## src/rtl/result_encoder_if.sv

```systemverilog
// result_encoder_if: result-in / ASCII-byte-out handshake bundle for result_encoder
// master: result_valid, result_data, outbound_ready out; result_ready, outbound_valid, outbound_byte, busy in
// slave:  mirror of master
interface result_encoder_if #(parameter int RESULT_WIDTH = 64);
    logic                    result_valid;
    logic                    result_ready;
    logic [RESULT_WIDTH-1:0] result_data;
    logic                    outbound_valid;
    logic                    outbound_ready;
    logic [7:0]              outbound_byte;
    logic                    busy;
    modport master (
        output result_valid, result_data, outbound_ready,
        input  result_ready, outbound_valid, outbound_byte, busy
    );
    modport slave (
        input  result_valid, result_data, outbound_ready,
        output result_ready, outbound_valid, outbound_byte, busy
    );
endinterface

```

## src/rtl/result_encoder.sv

```systemverilog
// result_encoder: binary result to decimal ASCII line (MSD first, leading zeros suppressed, LF-terminated)
// clk, rst_n (sync, active low); bus.slave: result_valid/result_ready/result_data in,
// outbound_valid/outbound_ready/outbound_byte out, busy high outside IDLE
module result_encoder #(
    parameter int RESULT_WIDTH = 64,
    parameter int DIGITS       = 20
) (
    input logic             clk,
    input logic             rst_n,
    result_encoder_if.slave bus
);
    localparam int CW = $clog2(RESULT_WIDTH + 1);
    localparam int IW = $clog2(DIGITS + 1);
    typedef enum logic [2:0] {IDLE, CONVERT, SCAN, SEND, TERM} state_t;
    state_t                  state;
    logic [4*DIGITS-1:0]     bcd, bcd_adj;
    logic [RESULT_WIDTH-1:0] sh;
    logic [CW-1:0]           cnt;
    logic [IW-1:0]           idx;
    logic                    started;
    logic [3:0]              nib;
    // double-dabble correction: nibbles >= 5 get +3 so the following shift carries into the next digit
    always_comb begin
        bcd_adj = bcd;
        for (int i = 0; i < DIGITS; i++)
            bcd_adj[4*i +: 4] = bcd[4*i +: 4] >= 4'd5 ? bcd[4*i +: 4] + 4'd3 : bcd[4*i +: 4];
    end
    assign nib              = 4'(bcd >> {idx, 2'b00});
    assign bus.result_ready = state == IDLE;
    assign bus.busy         = state != IDLE;
    always_ff @(posedge clk) begin
        if (!rst_n) begin
            state              <= IDLE;
            bcd                <= '0;
            sh                 <= '0;
            cnt                <= '0;
            idx                <= '0;
            started            <= 1'b0;
            bus.outbound_valid <= 1'b0;
            bus.outbound_byte  <= 8'h00;
        end else begin
            case (state)
                IDLE: if (bus.result_valid) begin
                    sh    <= bus.result_data;
                    bcd   <= '0;
                    cnt   <= '0;
                    idx   <= '0;
                    state <= CONVERT;
                end
                CONVERT: begin
                    {bcd, sh} <= {bcd_adj[4*DIGITS-2:0], sh, 1'b0};
                    cnt       <= cnt + 1'b1;
                    if (cnt == CW'(RESULT_WIDTH - 1)) begin
                        idx     <= IW'(DIGITS - 1);
                        started <= 1'b0;
                        state   <= SCAN;
                    end
                end
                // index 0 is never skipped, so a zero value still prints '0'
                SCAN: if (nib == 4'd0 && !started && idx != '0)
                    idx <= idx - 1'b1;
                else begin
                    bus.outbound_byte  <= {4'h3, nib};
                    bus.outbound_valid <= 1'b1;
                    started            <= 1'b1;
                    state              <= SEND;
                end
                SEND: if (bus.outbound_ready) begin
                    if (idx != '0) begin
                        idx                <= idx - 1'b1;
                        bus.outbound_valid <= 1'b0;
                        state              <= SCAN;
                    end else begin
                        bus.outbound_byte <= 8'h0A;
                        state             <= TERM;
                    end
                end
                TERM: if (bus.outbound_ready) begin
                    bus.outbound_valid <= 1'b0;
                    state              <= IDLE;
                end
                default: state <= IDLE;
            endcase
        end
    end
endmodule

```

## src/flat_wrapper.sv

```systemverilog
// flat-port wrapper written by rule: the top's interface ports become plain ports
module result_encoder_flat 
#(
    parameter int RESULT_WIDTH = 64,
    parameter int DIGITS       = 20
)
  (clk, rst_n, bus_result_valid, bus_result_data, bus_outbound_ready, bus_result_ready, bus_outbound_valid, bus_outbound_byte, bus_busy);
  result_encoder_if #(.RESULT_WIDTH(RESULT_WIDTH)) bus_i ();
  input logic clk;
  input logic rst_n;
  input wire logic [$bits(bus_i.result_valid)-1:0] bus_result_valid;
  input wire logic [$bits(bus_i.result_data)-1:0] bus_result_data;
  input wire logic [$bits(bus_i.outbound_ready)-1:0] bus_outbound_ready;
  output wire logic [$bits(bus_i.result_ready)-1:0] bus_result_ready;
  output wire logic [$bits(bus_i.outbound_valid)-1:0] bus_outbound_valid;
  output wire logic [$bits(bus_i.outbound_byte)-1:0] bus_outbound_byte;
  output wire logic [$bits(bus_i.busy)-1:0] bus_busy;
  assign bus_i.result_valid = bus_result_valid;
  assign bus_i.result_data = bus_result_data;
  assign bus_i.outbound_ready = bus_outbound_ready;
  assign bus_result_ready = bus_i.result_ready;
  assign bus_outbound_valid = bus_i.outbound_valid;
  assign bus_outbound_byte = bus_i.outbound_byte;
  assign bus_busy = bus_i.busy;
  result_encoder #(.RESULT_WIDTH(RESULT_WIDTH), .DIGITS(DIGITS)) u_core (.clk(clk), .rst_n(rst_n), .bus(bus_i));
endmodule
```

## config.mk

```make
export PLATFORM = sky130hd
export DESIGN_NAME = result_encoder_flat
export DESIGN_NICKNAME = d
export VERILOG_FILES = /design/src/rtl/result_encoder_if.sv /design/src/rtl/result_encoder.sv /design/src/flat_wrapper.sv
export SDC_FILE = /design/constraint.sdc
export NUM_CORES = 1
export LEC_CHECK = 0
export ABC_CLOCK_PERIOD_IN_PS = 7400
export BUFFER_PORTS_ARGS = -buffer_cell sky130_fd_sc_hd__buf_4
export CORE_ASPECT_RATIO = 2
export CORE_MARGIN = 5
export CORE_UTILIZATION = 39
export DETAILED_ROUTE_END_ITERATION = 8
export HOLD_SLACK_MARGIN = 0.06
export SYNTH_ARGS = -nofsm -noshare
export SYNTH_HDL_FRONTEND = slang
export SYNTH_SLANG_ARGS = --single-unit
```

## constraint.sdc

```tcl
create_clock -name clk -period 7.4 [get_ports clk]
set_input_delay 0.74 -clock clk [delete_from_list [all_inputs] [get_ports clk]]
set_output_delay 0.74 -clock clk [all_outputs]
set_load 0.05 [all_outputs]
```

# Word level (Yosys, flattened, before mapping)
# Cells that the tools add are included.
# totals
regBits	169
latchBits	0
ramBits	0
romBits	0
out_inout_bits	11
mem_count	0
# op_classes
add_sub_neg	22
mul	0
n_div	0
order_cmp	20
n_eq_ne	13
shifts	1
mux	50
bitwise_logic	0
reduce_logical	18
# ops
op	count
one-hot mux 80 bit (2 select lines)	1
one-hot mux 64 bit (2 select lines)	1
>= comparator 4 x 3 -> 1 bit (second input constant)	20
two-way mux 80 bit	1
>> shifter 80 x 7 -> 4 bit	1
adder 4 x 2 -> 4 bit (second input constant)	19
two-way mux 4 bit	19
two-way mux 64 bit	1
two-way mux 5 bit	5
two-way mux 8 bit	3
two-way mux 3 bit	7
one-hot mux 5 bit (4 select lines)	1
one-hot mux 8 bit (2 select lines)	1
one-hot mux 3 bit (5 select lines)	1
one-hot mux 7 bit (2 select lines)	1
inequality test 2 bit (second input constant)	5
AND reduction 5 bit	2
adder 7 x 1 -> 7 bit (second input constant)	1
equality test 7 x 6 -> 1 bit (second input constant)	1
two-way mux 7 bit	1
equality test 3 x 2 -> 1 bit (second input constant)	2
inequality test 2 x 1 -> 1 bit (second input constant)	3
AND reduction 6 bit	1
nonzero test 2 bit	3
other kinds (17)	23

# Logic depth before layout (Yosys ltp)
# Gate-level depths: netlist of run 1.
# depth
depth_word	6
depth_mapped	12
ltp_nobuf	10

# Worst setup path after synthesis of run 1
# Ideal clock, no wire load.
# synth_path
kind	register -> output
start	register u_core.state[0]
end	output port bus_busy
arrival_time_ns	2.306
required_ns	6.660
slack_ns	4.354
path_stages_with_launch	4
path_cell_list	dfxtp_1 > clkbuf_1 > nor3_1 > inv_1
# synth_between
elab_chain_cells	1
# synth_lines
item	line	source
from (decl)	result_encoder.sv:15	state_t state;
from (signal assigned)	result_encoder.sv:33	state <= IDLE;
from (signal assigned)	result_encoder.sv:48	state <= CONVERT;
from (signal assigned)	result_encoder.sv:56	state <= SCAN;
nonzero test 3 bit	result_encoder.sv:30	assign bus.busy = state != IDLE;
to (decl)	flat_wrapper.sv:17	output wire logic [$bits(bus_i.busy)-1:0] bus_busy;
# No other way between the ends.

# Worst setup path in the final report of run 1
# layout_path
start	register u_core.idx[1]
end	register u_core.idx[3]
# layout_between
elab_chain_cells	6
elab_cells_between_ends	13
cone_classes	add/sub (1); eq/ne (2); shift (1); mux (4); reduce/logical (5)
# layout_lines
item	line	source
from (decl)	result_encoder.sv:19	logic [IW-1:0] idx;
from (signal assigned)	result_encoder.sv:54	idx <= IW'(DIGITS - 1);
from (signal assigned)	result_encoder.sv:61	idx <= idx - 1'b1;
from (signal assigned)	result_encoder.sv:70	idx <= idx - 1'b1;
>> shifter 80 x 7 -> 4 bit	result_encoder.sv:28	assign nib = 4'(bcd >> {idx, 2'b00});
logical NOT 4 bit	result_encoder.sv:60	SCAN: if (nib == 4'd0 && !started && idx != '0)
logical AND 1 bit (2 in series)	result_encoder.sv:60	
inequality test 2 x 1 -> 1 bit (no line)	n/a	
AND reduction 6 bit (no line)	n/a	
# Several ways; a longest one is shown, not always the timed one. The select of a mux whose other input is x is not followed.
# A chain may end at the register's enable or synchronous reset.

==> results of run 1 <==
routing by layer:
metal	part of all wire (%)	routed length (um)	global-route usage (%)
met5	0	0	0
met4	1.7	396	5.21
met3	4.8	1100	4.78
met2	54	12400	32.8
met1	40	9070	20.5
per-stage QoR:
step	setup slack, ns	power (mW)	hold slack, ns	util (%)	instance area, um^2
6_report	4.17	3.35	0.454	45.2	10000
5_1_grt	3.91	3.57	0.475	45.2	10000
4_1_cts	4.18	3.39	0.456	45.2	10000
3_5_place_dp	4.23	2.47	0.446	42.5	9430
3_3_place_gp	4.25	2.47	0.443	42.5	9430
2_1_floorplan	4.35	2.15	0.432	-	8760
cell usage after synthesis, types with 2 or more instances:
cell	instances	share of area (%)
o221ai_1	22	2.2
buf_6	2	0.26
and2_1	2	0.14
xor2_1	20	2.0
o21ai_0	67	3.8
dfxtp_1	166	38
a31o_2	2	0.20
inv_2	2	0.086
and3_1	2	0.14
a211oi_1	3	0.26
xnor2_1	20	2.0
o41ai_1	2	0.20
nand4_1	8	0.57
ha_1	42	6.0
a22oi_1	49	4.2
mux4_1	3	0.90
a311oi_1	2	0.20
nand3b_1	2	0.17
mux2i_1	22	2.5
nand2_1	132	5.7
buf_4	4	0.34
inv_1	44	1.9
nor2b_1	6	0.43
a21oi_1	140	8.0
o211ai_1	6	0.51
nand3_1	73	4.2
a31oi_1	19	1.4
o2111ai_1	2	0.20
buf_2	3	0.17
nor2_1	79	3.4
clkbuf_1	72	3.1
nand2b_1	24	1.7
mux4_2	3	0.77
o31ai_1	4	0.34
nor3_1	41	2.3
o221a_2	2	0.26
area by class of cell:
type	count	share of cell area [%]
multi-input combinational	815	49.4
sequential	166	33.2
timing repair buffer	85	6.37
clock inverter	15	1.65
inverter	46	1.75
clock buffer	17	4.25
tap	276	3.45
worst max-delay path, cell delays in order, from the launching register on:
cell	delay, ns
dfxtp_1	0.61
buf_4	0.39
inv_1	0.08
ha_1	0.21
or3b_2	0.21
nor2_1	0.09
nor2_1	0.11
nand4_1	0.15
nor4_4	0.46
o21ai_2	0.18
or4b_1	0.53
a21oi_1	0.14
power by group:
group | switching, mW | leakage [nW] | total, mW | internal (mW)
Combinational | 0.886 | 1.83 | 1.28 | 0.391
Clock | 0.400 | 0.290 | 0.904 | 0.504
Sequential | 0.127 | 1.35 | 1.17 | 1.05
cell usage in the layout, fill, tap and decap left out, types with 6 or more instances in the layout:
cell type / netlist / routed
dfxtp_1: 166 / 166
a21oi_1: 140 / 140
nand2_1: 132 / 131
buf_4: 4 / 85
nor2_1: 79 / 78
nand3_1: 73 / 73
o21ai_0: 67 / 67
a22oi_1: 49 / 49
inv_1: 44 / 44
ha_1: 42 / 42
nor3_1: 41 / 40
nand2b_1: 24 / 24
o221ai_1: 22 / 22
mux2i_1: 22 / 22
xnor2_1: 20 / 20
xor2_1: 20 / 20
a31oi_1: 19 / 19
clkbuf_16: 0 / 17
nand4_1: 8 / 8
inv_6: 0 / 7
nor2b_1: 6 / 6
o211ai_1: 6 / 6
worst max path at each step:
stage                         start             to  slack (ns)  depth (start not counted)
global route        u_core.state[1]  u_core.sh[21]        3.91                          5
detailed placement    u_core.idx[1]  u_core.idx[3]        4.23                         11
CTS                   u_core.idx[1]  u_core.idx[3]        4.18                         11
finish                u_core.idx[1]  u_core.idx[3]        4.17                         11
global placement    u_core.state[1]   u_core.sh[2]        4.25                          5
floorplan           u_core.state[0]       bus_busy        4.35                          3
sequential cells by signal (all words and copies together) (netlist names):
register	flops
u_core.sh	64
u_core.idx	5
u_core.started	1
u_core.bus.outbound_byte	5
u_core.cnt	7
u_core.state	3
u_core.bus.outbound_valid	1
u_core.bcd	80
logic make-up (layout without fill, tap and decap cells):
logic type	Yosys count	count (layout)
AO/OA/AOI/OAI	326	326
XOR/XNOR	40	40
adder cells (fa/ha/maj)	42	42
buffers and inverters	128	163
flip-flops	166	166
multiplexers	29	29
other	1	2
AND/OR/NAND/NOR	376	376
==> summary.txt, run 1 <==
Run status
  – Status: completed

Timing
  – Final hold vios: 0
  – Slew margin rel.: 35.4%
  – Worst Max-Slew Pin Slew: slightly below 1 ns
  – F_max: between 300 and 400 MHz
  – # setup viols final: 0
  – Final Skew: about 0.0083 ns
  – Slew Viols, Final: 0
  – RSZ-0062 raised after global routing: no
  – Min Tclk post-route: between 3 and 4 ns
  – Final worst-path cycle share: between 40 and 50%
  – Setup TNS: 0 ns

Worst setup path
  – Crit path max fanout: 23
  – Reg2Reg Depth: 11
  – Element type at the critical path start: flip-flop
  – R2R Path End: u_core.idx[3]
  – Setup crit end kind: flip-flop
  – Reg-to-Reg Start: u_core.idx[1]
  – Critical path type: flip-flop to flip-flop
  – Critical Path RT: 7.78 ns
  – Reg-to-reg slack, setup: approximately 4.2 ns
  – Crit path DAT: between 3 and 4 ns

Logic synthesis
  – Post-synthesis mux area share: approximately 4.3%
  – Mapped Area: 8760 um^2
  – Sequential share of the synthesized area: around 38%
  – Adder-Cell Fraction of Synth Area: 6.00%
  – Dominant synthesized flop cell: dfxtp_1
  – Synth warnings: 0
  – Mean Syn Cell Area: 7.91 um^2
  – Post-synth EDFFs: 0
  – Synth cell types: 52
  – Largest family of logic cells by synthesized area: compound AO/OA/AOI/OAI gates
  – Synth Area in Compound Gates: 22.3%
  – Syn Inst Count: 1,108
  – Post-synthesis simple-gate area fraction: 19.5%
  – Synth Area in XOR/XNOR: 4.00%
  – Ys async rst share: 0%
  – Synthesis-stage register bit count: 166

Finish
  – Area of the multi-input gates: 4950 um^2
  – Antenna cells: 0
  – Filler cells: 2,255
  – Layout cells sized above 1: 11.9%
  – Final Instance Count excl. Fillers: 1,420
  – Sequential cell area: between 3000 and 4000 um^2
  – Layout net count: 1,241
  – P&R area growth vs syn: 14.4%

Run
  – Max_cap viols: 0

CTS
  – Root Buffer Master: clkbuf_16
  – Clock slew at reported path FFs: 0.07 ns
  – CTS tree: yes
  – Clock Tree Buf Depth: 2
  – Sink Count: 166
  – CTS buffer count: 17
  – Post-CTS Resized: 0
  – Worst-Skew Late Latency: 0.45 ns
  – Setup bufs post-CTS: 0
  – Number of H-tree levels: 4
  – Post-CTS Hold Buffers: 0

Power and ir drop
  – Lkg Pwr: 3.47 nW
  – VDD IR-drop max: 0.234 mV
  – PwrDens: 335 nW/um^2

Global route
  – Antenna violations before repair: 0
  – Total GRT Usage: 18.1%
  – Vias in the first global route: between 7,000 and 8,000
  – Pin count of the biggest net entering global routing: 92
  – Grt ovf: 0
  – First-pass GRT wire length: 38.2 mm

Min path
  – Worst Hold Depth: 2
  – Min-Delay Endpoint: u_core.sh[55]
  – HP Start: u_core.sh[55]
  – Worst Hold Class: flip-flop to flip-flop

Route
  – Via count: approximately 7,900
  – Pre-antenna DRT Iters: 5
  – DRT iter0 DRCs: 431
  – Drt wl/cell: between 15 and 20 um
  – Via-to-Cell Ratio: about 5.6
  – Final ANT Viol Nets: 0
  – Total wire length: 23.0 mm
  – Drt drc: 0

Floorplanning
  – Die Width: 116 um
  – Die Y-Extent: 222 um
  – Core ar.: ~22,000 um^2
  – Initial core utilization: 39.5%
  – Die area: between 20,000 and 30,000 um^2
  – I/O Pins: 79
  – Row count: 77

Placement
  – GP Congestion: around 0.87
  – Post-DP HPWL: 15.3 mm
  – Placed insts: 1,388
  – I/O Buffers: 76
Power figures use the tool's default switching activity.
==> run 2: changes to the inputs <==
- ABC_AREA: default -> 1
- ABC_CLOCK_PERIOD_IN_PS: 7400 -> 3000
- clock period: 7.4 -> 3 ns (I/O delays scaled with it)
==> summary.txt, run 2 <==
Run status
  – Status: completed

Worst setup path
  – Reg-to-Reg Start: u_core.idx[0]
  – CP max stage cell: dfxtp_1
  – Element type at the critical path start: flip-flop
  – Worst-path cell chain: buf_4 -> nand2_1 -> nand3_1 -> nand2_1 -> nand2_1 -> nand2_1 -> inv_1 -> nand2_1 -> nand2_1 -> nand2_1 -> nor2_2 -> nand3_1 -> nand2_2 -> nand2_1 -> nand2_1 -> a21oi_1
  – Crit path DAT: 2.54 ns (-1.06 ns)
  – Most frequent CP cell: nand2_1
  – Crit path max fanout: 27 (+17%)
  – Critical Path RT: 3.29 ns (-4.49 ns)
  – R2R Path End: u_core.idx[4]
  – Worst path max stage delay: 0.42 ns (-0.19 ns)
  – Critical path type: flip-flop to flip-flop
  – Reg2Reg Depth: 16 (+5)
  – Setup crit end kind: flip-flop
  – Reg-to-reg slack, setup: 0.74 ns (-3.43 ns)

Floorplanning
  – Die area: 26,700 um^2 (+3.8%)
  – Die Width: 118 um (+1.9%)
  – I/O Pins: 79 (unchanged)
  – Die Y-Extent: 226 um (+1.9%)
  – Row count: 79 (+2.6%)
  – Initial core utilization: 39.4% (-0.10 points)
  – Core ar.: 23,100 um^2 (+4.4%)

Placement
  – Placed insts: 1,653 (+19%)
  – GP Congestion: 0.882 (+0.98%)
  – Post-DP HPWL: 16.8 mm (+9.7%)
  – I/O Buffers: 76 (unchanged)

Route
  – Via-to-Cell Ratio: 5.17 (-7.4%)
  – Drt drc: 0 (unchanged)
  – Final ANT Viol Nets: 0 (unchanged)
  – Via count: 8,700 (+9.8%)
  – Drt wl/cell: 14.2 um (-12%)
  – Pre-antenna DRT Iters: 5 (unchanged)
  – DRT iter0 DRCs: 325 (-25%)
  – Total wire length: 23.9 mm (+4.0%)

Timing
  – Slew Viols, Final: 0 (unchanged)
  – Worst Max-Slew Pin Slew: 0.906 ns (-0.0635 ns)
  – Min Tclk post-route: 2.26 ns (-0.970 ns)
  – Final worst-path cycle share: 75.2% (+32 points)
  – # setup viols final: 0 (unchanged)
  – Setup TNS: 0 ns (unchanged)
  – Final hold vios: 0 (unchanged)
  – Slew margin rel.: 39.6% (+4.2 points)
  – F_max: 443 MHz (+43%)
  – RSZ-0062 raised after global routing: no
  – Final Skew: 0.00861 ns (+0.000306 ns)

CTS
  – Setup bufs post-CTS: 0 (unchanged)
  – CTS buffer count: 17 (unchanged)
  – Root Buffer Master: clkbuf_16
  – Clock Tree Buf Depth: 2 (unchanged)
  – Sink Count: 166 (unchanged)
  – Post-CTS Hold Buffers: 0 (unchanged)
  – Number of H-tree levels: 4 (unchanged)
  – Worst-Skew Late Latency: 0.43 ns (-0.02 ns)
  – Clock slew at reported path FFs: 0.06 ns (about the same)
  – CTS tree: yes
  – Post-CTS Resized: 0 (unchanged)

Finish
  – Final Instance Count excl. Fillers: 1,684 (+19%)
  – Antenna cells: 0 (unchanged)
  – Sequential cell area: 3320 um^2 (unchanged)
  – Most frequent cells in the layout: nand2_1 (362), dfxtp_1 (166), inv_1 (145), a21oi_1 (131), nand3_1 (107)
  – Top Registers: u_core.bcd: 80 flops, u_core.sh: 64 flops, u_core.cnt: 7 flops
  – P&R area growth vs syn: 13.6%
  – Area of the multi-input gates: 4850 um^2 (-1.9%)
  – Biggest register: u_core.bcd
  – Max reg flops: 80 (unchanged)
  – Finished Core Util: 44.8% (-0.44 points)
  – Commonest non-fill, non-tap cell in the layout: nand2_1
  – Layout net count: 1,499 (+21%)
  – Filler cells: 2,456 (+8.9%)
  – Layout cells sized above 1: 10.2% (-1.7 points)

Logic synthesis
  – Synth warnings: 0 (unchanged)
  – Synthesis-stage register bit count: 166 (unchanged)
  – Biggest area consumer among synthesized cells: dfxtp_1
  – Synth cell types: 37 (-29%)
  – Most frequent cells after synthesis: nand2_1 (363), dfxtp_1 (166), inv_1 (146), a21oi_1 (131), nand3_1 (107)
  – Top-count cell post-synth: nand2_1
  – Sequential share of the synthesized area: 36.4% (-1.5 points)
  – Synth top area share: 36.4% (-1.5 points)
  – Syn Inst Count: 1,354 (+22%)
  – Ys async rst share: 0% (unchanged)
  – Mean Syn Cell Area: 6.74 um^2 (-15%)
  – Post-synth EDFFs: 0 (unchanged)
  – Mapped Area: 9120 um^2 (+4.1%)
  – Area contributors post-synth: dfxtp_1 (36%), nand2_1 (15%), a21oi_1 (7.2%), inv_1 (6.0%), nand3_1 (5.9%)
  – Dominant synthesized flop cell: dfxtp_1

Min path
  – Worst Hold Depth: 3 (+1)
  – Worst Hold Class: input port to flip-flop
  – HP Start: bus_result_data[22]
  – Min-Delay Endpoint: u_core.sh[22]

Global route
  – Antenna violations before repair: 0 (unchanged)
  – Vias in the first global route: 8,411 (+9.3%)
  – First-pass GRT wire length: 39.3 mm (+3.0%)
  – Pin count of the biggest net entering global routing: 90 (-2.2%)
  – Grt ovf: 0 (unchanged)
  – Total GRT Usage: 17.8% (-0.36 points)

Power and ir drop
  – Total power: 8.33 mW (+150%)
  – PwrDens: 804 nW/um^2 (+140%)
  – VDD IR-drop max: 1.24 mV (+430%)
  – Lkg Pwr: 3.95 nW (+14%)

Run
  – Max_cap viols: 0 (unchanged)
-- run 2: per-layer routing --
metal / track usage, % / wire length (um) / vias up
li1: - / - / 4490
met1: 18.1 / 9000 / 4020
met2: 34.1 / 13200 / 145
met3: 3.52 / 791 / 45
met4: 8.44 / 884 / 0
met5: 0 / 0 / -
-- run 2: how the worst max path moves through the flow --
stage,startpoint,to,slack [ns],cells past startpoint
after detailed placement,u_core.idx[0],u_core.idx[1],0.77,16
final,u_core.idx[0],u_core.idx[4],0.74,16
after global routing,u_core.idx[0],u_core.idx[1],0.44,16
after global placement,u_core.idx[0],u_core.idx[4],0.81,16
after CTS,u_core.idx[0],u_core.idx[1],0.76,16
after floorplan,u_core.state[2],u_core.bcd[20],0.43,10
-- run 2: worst max-delay path, delay by kind of cell (launching register included) --
family / cells / cell delay (ns)
AOI/OAI and AO/OA: 1 / 0.06
buffers and inverters: 2 / 0.36
DFF: 1 / 0.42
and+or+nand+nor: 13 / 1.27
-- run 2: cell type report --
type                       count  share of cell area (%)
multi-input combinational    962                    46.9
sequential                   166                    32.1
timing repair buffer          90                    6.77
inverter                     152                    5.58
clock buffer                  19                    4.37
tap                          283                    3.42
clock inverter                12                   0.918
-- run 2: report_power, final --
| part | internal, mW | total [mW] | switching (mW) |
|---|---|---|---|
| logic | 1.02 | 3.41 | 2.39 |
| registers | 2.60 | 2.86 | 0.253 |
| clock network | 1.11 | 2.06 | 0.948 |
| total | 4.73 | 8.33 | 3.59 |
-- run 2: kinds of logic after synthesis --
kind of cell,count (synthesis),synth area share [%]
buffers and inverters,227,10.6
adder cells (fa/ha/maj),42,5.76
XOR/XNOR,21,2.02
AO/OA/AOI/OAI,289,17.9
other,1,0.0411
flip-flops,166,36.4
AND/OR/NAND/NOR,608,27.3
-- run 2: stage by stage --
stage                     worst slack [ns]  hold WS, ns  cell area (um^2)
after floorplan                      0.427        0.431              9120
after global placement               0.809        0.442              9810
after detailed placement             0.772        0.448              9810
after CTS                            0.761        0.105             10400
after global routing                 0.441        0.120             10400
final                                0.744        0.121             10400
